$ cat src/rtl/uart_rx_frame.sv
// ---------------------------------------------------------------------------
// uart_rx_frame
//
// Oversampling UART receiver. The asynchronous rx line is synchronised, a
// falling edge while idle starts a frame, and every bit is sampled at its
// centre. The receiver takes 7 or 8 data bits LSB-first, then an optional
// even-parity bit, then 1 or 2 stop bits. Each completed frame is presented
// with a one-cycle valid pulse. The payload and the error flags stay stable
// until the next frame completes.
//
// Parameters:
//   CLKS_PER_BIT : clk cycles per bit period (>= 4)
//   SYNC_STAGES  : flip-flops in the rx synchroniser (>= 2)
//
// Ports:
//   clk        : system clock, rising edge
//   rst        : asynchronous reset, active low
//   rx         : serial input, idle high, asynchronous to clk
//   SW0        : 1 = even parity bit follows the data
//   SW1        : 1 = 8 data bits, 0 = 7 data bits
//   SW2        : 1 = two stop bits, 0 = one stop bit
//   data_out   : last received payload (bit0 = first data bit)
//   valid      : one-cycle pulse when data_out and the flags update
//   parity_err : parity mismatch on the last frame
//   frame_err  : a stop bit was sampled low on the last frame
//   busy       : high from start-bit detection until return to idle
// ---------------------------------------------------------------------------
module uart_rx_frame #(
    parameter int CLKS_PER_BIT = 434,
    parameter int SYNC_STAGES  = 2
) (
    input  logic       clk,
    input  logic       rst,
    input  logic       rx,
    input  logic       SW0,
    input  logic       SW1,
    input  logic       SW2,
    output logic [7:0] data_out,
    output logic       valid,
    output logic       parity_err,
    output logic       frame_err,
    output logic       busy
);

    localparam int CNT_W = $clog2(CLKS_PER_BIT);
    localparam logic [CNT_W-1:0] CNT_MID  = CNT_W'((CLKS_PER_BIT - 1) / 2);
    localparam logic [CNT_W-1:0] CNT_LAST = CNT_W'(CLKS_PER_BIT - 1);

    typedef enum logic [2:0] {
        S_IDLE   = 3'd0,
        S_START  = 3'd1,
        S_DATA   = 3'd2,
        S_PARITY = 3'd3,
        S_STOP1  = 3'd4,
        S_STOP2  = 3'd5,
        S_DONE   = 3'd6
    } state_t;

    // -----------------------------------------------------------------------
    // Input synchroniser. The flops reset to 1 (line idle) so that releasing
    // reset can never look like a start bit.
    // -----------------------------------------------------------------------
    logic [SYNC_STAGES-1:0] r_sync;
    logic                   w_rxs;

    always_ff @(posedge clk or negedge rst) begin
        if (!rst) begin
            r_sync[0] <= 1'b1;
        end else begin
            r_sync[0] <= rx;
        end
    end

    generate
        for (genvar gi = 1; gi < SYNC_STAGES; gi++) begin : g_sync
            always_ff @(posedge clk or negedge rst) begin
                if (!rst) begin
                    r_sync[gi] <= 1'b1;
                end else begin
                    r_sync[gi] <= r_sync[gi-1];
                end
            end
        end
    endgenerate

    assign w_rxs = r_sync[SYNC_STAGES-1];

    // -----------------------------------------------------------------------
    // State and datapath registers
    // -----------------------------------------------------------------------
    state_t           r_state, r_state_next;
    logic [CNT_W-1:0] r_cnt, r_cnt_next;
    logic [2:0]       r_idx, r_idx_next;
    logic [7:0]       r_shift, r_shift_next;
    logic             r_cfg_par, r_cfg_par_next;
    logic             r_cfg_8b, r_cfg_8b_next;
    logic             r_cfg_2s, r_cfg_2s_next;
    logic             r_perr, r_perr_next;
    logic             r_ferr, r_ferr_next;
    logic             r_rxs_prev;
    logic [7:0]       r_data_out, r_data_out_next;
    logic             r_valid, r_valid_next;
    logic             r_parity_err, r_parity_err_next;
    logic             r_frame_err, r_frame_err_next;
    logic             r_busy, r_busy_next;

    logic             w_tick;
    logic [2:0]       w_last_idx;
    logic             w_start_edge;

    // End of a full bit period, counted from the previous mid-bit sample.
    assign w_tick       = (r_cnt == CNT_LAST);
    assign w_last_idx   = r_cfg_8b ? 3'd7 : 3'd6;
    // A start needs a genuine 1->0 transition. A line stuck low after a
    // break therefore produces exactly one frame until it goes high again.
    assign w_start_edge = r_rxs_prev & ~w_rxs;

    always_ff @(posedge clk or negedge rst) begin
        if (!rst) begin
            r_state      <= S_IDLE;
            r_cnt        <= '0;
            r_idx        <= '0;
            r_shift      <= '0;
            r_cfg_par    <= 1'b0;
            r_cfg_8b     <= 1'b1;
            r_cfg_2s     <= 1'b0;
            r_perr       <= 1'b0;
            r_ferr       <= 1'b0;
            r_rxs_prev   <= 1'b1;
            r_data_out   <= '0;
            r_valid      <= 1'b0;
            r_parity_err <= 1'b0;
            r_frame_err  <= 1'b0;
            r_busy       <= 1'b0;
        end else begin
            r_state      <= r_state_next;
            r_cnt        <= r_cnt_next;
            r_idx        <= r_idx_next;
            r_shift      <= r_shift_next;
            r_cfg_par    <= r_cfg_par_next;
            r_cfg_8b     <= r_cfg_8b_next;
            r_cfg_2s     <= r_cfg_2s_next;
            r_perr       <= r_perr_next;
            r_ferr       <= r_ferr_next;
            r_rxs_prev   <= w_rxs;
            r_data_out   <= r_data_out_next;
            r_valid      <= r_valid_next;
            r_parity_err <= r_parity_err_next;
            r_frame_err  <= r_frame_err_next;
            r_busy       <= r_busy_next;
        end
    end

    // -----------------------------------------------------------------------
    // Next-state and datapath logic
    // -----------------------------------------------------------------------
    always_comb begin
        r_state_next      = r_state;
        r_cnt_next        = r_cnt;
        r_idx_next        = r_idx;
        r_shift_next      = r_shift;
        r_cfg_par_next    = r_cfg_par;
        r_cfg_8b_next     = r_cfg_8b;
        r_cfg_2s_next     = r_cfg_2s;
        r_perr_next       = r_perr;
        r_ferr_next       = r_ferr;
        r_data_out_next   = r_data_out;
        r_valid_next      = 1'b0;
        r_parity_err_next = r_parity_err;
        r_frame_err_next  = r_frame_err;

        case (r_state)
            S_IDLE: begin
                if (w_start_edge) begin
                    r_state_next   = S_START;
                    r_cnt_next     = '0;
                    // Latch the format so switch changes mid-frame are ignored.
                    r_cfg_par_next = SW0;
                    r_cfg_8b_next  = SW1;
                    r_cfg_2s_next  = SW2;
                    // Cleared here so bit7 stays 0 in 7-bit mode and the parity
                    // flag stays 0 when parity is disabled.
                    r_shift_next   = '0;
                    r_perr_next    = 1'b0;
                    r_ferr_next    = 1'b0;
                end
            end

            S_START: begin
                if (r_cnt == CNT_MID) begin
                    if (w_rxs) begin
                        // Line went back high before mid-bit: treat it as a glitch.
                        r_state_next = S_IDLE;
                    end else begin
                        r_state_next = S_DATA;
                        r_cnt_next   = '0;
                        r_idx_next   = '0;
                    end
                end else begin
                    r_cnt_next = r_cnt + 1'b1;
                end
            end

            S_DATA: begin
                if (w_tick) begin
                    r_cnt_next          = '0;
                    r_shift_next[r_idx] = w_rxs;
                    r_idx_next          = r_idx + 1'b1;
                    if (r_idx == w_last_idx) begin
                        r_state_next = r_cfg_par ? S_PARITY : S_STOP1;
                    end
                end else begin
                    r_cnt_next = r_cnt + 1'b1;
                end
            end

            S_PARITY: begin
                if (w_tick) begin
                    r_cnt_next   = '0;
                    // Even parity: the data ones plus the parity bit must be even.
                    r_perr_next  = (^r_shift) ^ w_rxs;
                    r_state_next = S_STOP1;
                end else begin
                    r_cnt_next = r_cnt + 1'b1;
                end
            end

            S_STOP1: begin
                if (w_tick) begin
                    r_cnt_next   = '0;
                    r_ferr_next  = ~w_rxs;
                    r_state_next = r_cfg_2s ? S_STOP2 : S_DONE;
                end else begin
                    r_cnt_next = r_cnt + 1'b1;
                end
            end

            S_STOP2: begin
                if (w_tick) begin
                    r_cnt_next   = '0;
                    r_ferr_next  = r_ferr | ~w_rxs;
                    r_state_next = S_DONE;
                end else begin
                    r_cnt_next = r_cnt + 1'b1;
                end
            end

            S_DONE: begin
                r_state_next      = S_IDLE;
                r_valid_next      = 1'b1;
                r_data_out_next   = r_shift;
                r_parity_err_next = r_perr;
                r_frame_err_next  = r_ferr;
            end

            default: begin
                r_state_next = S_IDLE;
            end
        endcase

        r_busy_next = (r_state_next != S_IDLE);
    end

    assign data_out   = r_data_out;
    assign valid      = r_valid;
    assign parity_err = r_parity_err;
    assign frame_err  = r_frame_err;
    assign busy       = r_busy;

endmodule

$ cat config.mk
export PLATFORM = sky130hd
export DESIGN_NAME = uart_rx_frame
export DESIGN_NICKNAME = d
export VERILOG_FILES = /design/src/rtl/uart_rx_frame.sv
export SDC_FILE = /design/constraint.sdc
export NUM_CORES = 1
export LEC_CHECK = 0
export ABC_AREA = 0
export CAP_MARGIN = 40
export CORE_ASPECT_RATIO = 0.6
export CORE_MARGIN = 3
export CORE_UTILIZATION = 47
export DETAILED_ROUTE_END_ITERATION = 12
export MAX_ROUTING_LAYER = met4
export PLACE_DENSITY = 0.69
export SETUP_SLACK_MARGIN = 0.02
export SLEW_MARGIN = 40
export SYNTH_ARGS = -nofsm -noshare
export SYNTH_HDL_FRONTEND = slang
export SYNTH_SLANG_ARGS = --single-unit
$ cat constraint.sdc
create_clock -name clk -period 1.9 [get_ports clk]
set_input_delay 0.38 -clock clk [delete_from_list [all_inputs] [get_ports clk]]
set_output_delay 0.38 -clock clk [all_outputs]
set_load 0.01 [all_outputs]
# Word level (Yosys, flattened, before mapping)
# Index checks and enable logic that the tools add are counted.
dict set report totals {
  out_inout_bits 12
  reg_bits 43
  memories 0
  mem_bits_rw 0
  latch_bits 0
  wordCells 92
  rom_bits 0
}
dict set report classes {
  n_lt_le_gt_ge 2
  multipliers 0
  n_addsub 2
  n_shift 0
  n_eq_ne 17
  div 0
  n_reduce_logical 16
  muxes 34
  bitwise 4
}
# cell count
set ops {}
lappend ops {{$mux 9} 4}
lappend ops {{$mux 3} 11}
lappend ops {{$pmux 9 s3} 1}
lappend ops {{$pmux 3 s6} 1}
lappend ops {{$mux 8} 2}
lappend ops {{$pmux 8 s2} 1}
lappend ops {{$ne 2x2->1 const B} 7}
lappend ops {{$add 9x1->9 const B} 1}
lappend ops {{$eq 3x3->1 const B} 3}
lappend ops {{$eq 9x8->1 const B} 1}
lappend ops {{$eq 9x9->1 const B} 1}
lappend ops {{$reduce_and 3->1} 3}
lappend ops {{$reduce_bool 3->1} 3}
lappend ops {{$bwmux 8} 1}
lappend ops {{$reduce_and 4->1} 2}
lappend ops {{$reduce_xor 8->1} 1}
lappend ops {{$mux 1} 7}
lappend ops {{$eq 3x2->1 const B} 2}
lappend ops {{$pmux 3 s2} 1}
lappend ops {{$reduce_bool 2->1} 3}
lappend ops {{$lt 3x4->1 const B} 1}
lappend ops {{$mux 2} 2}
lappend ops {{$reduce_or 4->1} 1}
lappend ops {{$add 3x1->3 const B} 1}
lappend ops {{other kinds (14)} 14}

# Longest topological paths before layout
dict set report depth {
  word_depth 7
  mapped_depth 7
  mapped_depth_nobuf 7
}

# Worst setup path after synthesis
# OpenSTA, ideal clock, no wires.
dict set report synth_path {
  path_type {register to register}
  from {reg r_cnt[3]}
  to {reg r_shift[0]}
  slack_ps 19
  path_stages_with_launch 6
  path_buffers 0
  setup_ps 96
  t_arrival_ps 1785
  synth_period_minus_slack_ps 1881
  path_cell_list {dfrtp_1 -> or4b_4 -> nor3_4 -> nand2_2 -> or2_1 -> o31ai_1}
}
dict set report synth_via {
  elab_chain_cells 3
}
# item line
set synth_rtl {}
lappend synth_rtl {{start, declared} 92} ;# logic [CNT_W-1:0] r_cnt, r_cnt_next;
lappend synth_rtl {{start signal, assigned} 137} ;# r_cnt <= r_cnt_next;
lappend synth_rtl {{$eq 9x9->1} 112} ;# assign w_tick = (r_cnt == CNT_LAST);
lappend synth_rtl {{$ne 2x2->1 (no line)} n/a}
lappend synth_rtl {{$reduce_and 3->1 (no line)} n/a}
lappend synth_rtl {{end signal, assigned} 139} ;# r_shift <= r_shift_next;
lappend synth_rtl {{end, declared} 94} ;# logic [7:0] r_shift, r_shift_next;
# Every way passes these cells.
# A chain may end at the register's enable or synchronous reset.

# Worst setup path in the final report
dict set report layout_path {
  from {reg r_cnt[1]}
  to {reg r_busy (netlist: busy)}
}
dict set report layout_via {
  elab_chain_cells 4
}
# item line
set layout_rtl {}
lappend layout_rtl {{$eq 9x9->1 or $eq 9x8->1 (tied branches)} {112, 190}}
lappend layout_rtl {{$mux 3 (on tied branches)} n/a}
lappend layout_rtl {{$pmux 3 s6 (*)} 172} ;# case (r_state)
lappend layout_rtl {{$reduce_bool 3->1 (*)} 261} ;# r_busy_next = (r_state_next != S_IDLE);
lappend layout_rtl {{named net r_busy_next} 105} ;# logic r_busy, r_busy_next;
lappend layout_rtl {{end signal, assigned} 150} ;# r_busy <= r_busy_next;
lappend layout_rtl {{end, declared} 105}
# The timed path passes the listed nets; every way through them passes the cells marked *.

==> impl_metrics.ini <==
[run_status]
outcome = complete, but fails checks
violations = setup timing

[drt]
wl_per_cell_um = 17.8
drt_iter0_drc = 265
via_per_inst = 5.74
antenna_left = 0
drt_pre_antenna_iters = 5
wl_mm = 5.99
drc_errors = 0
vias = 1934

[finish]
syn_to_final_growth_pct = 37.3
stdcell_count = 337
fillers = 295
num_antenna_cells = 0
drive_gt1_frac = 0.368
layout.nets = 286

[yosys]
synth.area.mux_share = 0.0666
synth-adder-area-share = 0.0222
syn_avg_cell_area_um2 = 10.2
synth_top_family_by_area = simple AND/OR/NAND/NOR gates
synth-xor-area-share = 0.0466
ys_ff_latch = 43
synth_edf_count = 0
yosys.cell_types.count = 50
yosys-top-cells-count = dfrtp_1, o21ai_0, nand2_1, nor2_1, mux2_2
syn_nets = 232
yosysTopAreaCellShare = 0.433
yosysWarnings = 0
yosysSeqAreaShare = 0.479
syn_area_mm2 = 0.00225
synth_top_flop_cell = dfrtp_1
synth-simple-area-share = 0.206
async_flop_share = 1.00
synth_compound_area_frac = 0.147
synth.most_common_cell = dfrtp_1
syn_inst = 222
yosys-top-cells-area = dfrtp_1, mux2_2, o21ai_0, dfstp_2, xnor2_1
synth_area_leader_cell = dfrtp_1

[critical_path]
slowest_delay_ns = 0.50
worstPathArrival_ns = 2.15
crit_chain = inv_2 > ha_4 > or4b_4 > o21bai_4 > nand4b_4 > or2_1
cp_top_family = simple AND/OR/NAND/NOR gates
cp_slowest_cell = or4b_4
path_buf_inv = 1
critPathKind = flip-flop to flip-flop
critPathMaxFanout = 5
endpoint_kind = flip-flop
required_ns = 2.08
crit_path_start_kind = flip-flop

[cts]
cts_tree = built
h-tree-depth = 2
hold_buffers = 0
cts-root-buf = clkbuf_8
clkSlewWorstSetupHoldPaths_ns = 0.08
clock_latency_ns = 0.30
cts-buffers-inserted = 5
cts_sinks = 43
clockBufferDepth = 2

[power]
ir_drop_uv = 581
power_density_mw_per_mm2 = 840
p_leak_nw = 1.39

[placement]
port_buffers = 17
gp_congestion = 0.904
place_ws_ns = -0.188
hpwl_mm = 3.70
dp_cells = 319

[sta]
grt_setup_unrepaired = yes
fmax_mhz = 508
worst_clock_skew_ns = 0.00328
slew_violations = 0
min_period_ns = 1.97
fin_ws_ns = -0.0674
relSlewSlack = 0.636
hold_viol_final = 0
fin_crit_sh = 1.04
setup_viol = 10
tightest_slew_ns = 0.546
hold_slack_ns = 0.139

[floorplanning]
core_area_mm2 = 0.00435
ioPinCount = 18
dieArea_mm2 = 0.00569
initial_core_util = 0.519
dieHeight_um = 59.7
die_x_um = 95.4
num_rows = 18

[global_routing]
grt_max_degree = 44
grt_usage = 0.227
antenna_found_initial = 0
grt_first_pass_wirelength_mm = 9.25
overflow = 0
grt_pass1_vias = 1756

[run]
drv_cap = 0

[hold_path]
worstHoldPathType = primary input to async pin
## layout make-up
class,instances,area (um2),share of cell area
multi-input combinational,161,1320,0.426
sequential,43,1080,0.349
timing repair buffer,54,462,0.149
clock buffer,6,82.6,0.0267
tap,60,75.1,0.0243
inverter,11,41.3,0.0133
clock inverter,2,35.0,0.0113
## per-stage QoR
stage	utilization	total power [mW]	setup TNS (ns)	instance area, um2
floorplan	-	1.38	0	2250
global placement	0.615	1.62	-1.29	2670
detailed placement	0.615	1.63	-1.15	2670
CTS	0.682	2.49	-0.0837	2970
global route	0.712	2.74	-1.49	3100
finish	0.712	2.60	-0.320	3100
## per-layer routing
| metal | part of all wire | global-route usage |
|---|---|---|
| met1 | 0.48 | 0.347 |
| met2 | 0.41 | 0.285 |
| met3 | 0.086 | 0.0579 |
| met4 | 0.019 | 0.0769 |
| met5 | 0 | - |
## where the power goes
group          internal (mW)  switching, mW
clock                  0.425          0.317
sequential              1.02         0.0662
combinational          0.380          0.396
## cell usage in the layout, fill, tap and decap left out, drive strengths merged, types with 3 or more instances in the layout
cell type	instances
nand3	9
ha	4
and3	3
mux2	13
dfrtp	39
o22ai	4
nor2b	5
a31oi	7
buf	38
o21ai	25
dfstp	4
o31ai	6
xnor2	11
inv	11
nor2	16
and2	4
clkbuf	6
nor3	3
a21oi	4
clkdlybuf4s50	16
nand4	3
nand2	17
## registers in the layout, indices dropped and copies added (netlist names), 3 cells and up
register  flops
r_shift       8
r_state       3
r_idx         3
data_out      8
r_cnt         9
## cells by family after synthesis
family                     count (synthesis)
buffers and inverters                     19
muxes                                     13
AOI/OAI and AO/OA                         54
adders and majority gates                  4
and+or+nand+nor                           77
DFF                                       43
xor gates and xnor gates                  12
## what timing repair did
| item | CTS | global route |
|---|---|---|
| buffers inserted | 5 | 4 |
| gates cloned | 1 | 0 |
| gates resized for setup | 34 | 27 |
| endpoints found under the hold margin | 0 | 0 |
| pin swaps | 9 | 15 |
| setup endpoints to repair | 20 | 22 |
## final timing paths
| path | startpoint | to | slack [ns] | depth (start not counted) |
|---|---|---|---|---|
| max in group asynchronous | rst | r_rxs_prev | 1.37 | 2 |
| min in group clk | r_sync[0] | w_rxs | 0.36 | 0 |
| worst max-delay path | r_cnt[1] | busy | -0.07 | 6 |
| worst min-delay path | rst | busy | 0.14 | 2 |
| worst max register to register | r_cnt[1] | busy | -0.07 | 6 |
| worst min register to register | r_sync[0] | w_rxs | 0.36 | 0 |
(Power assumes the default switching activity.)
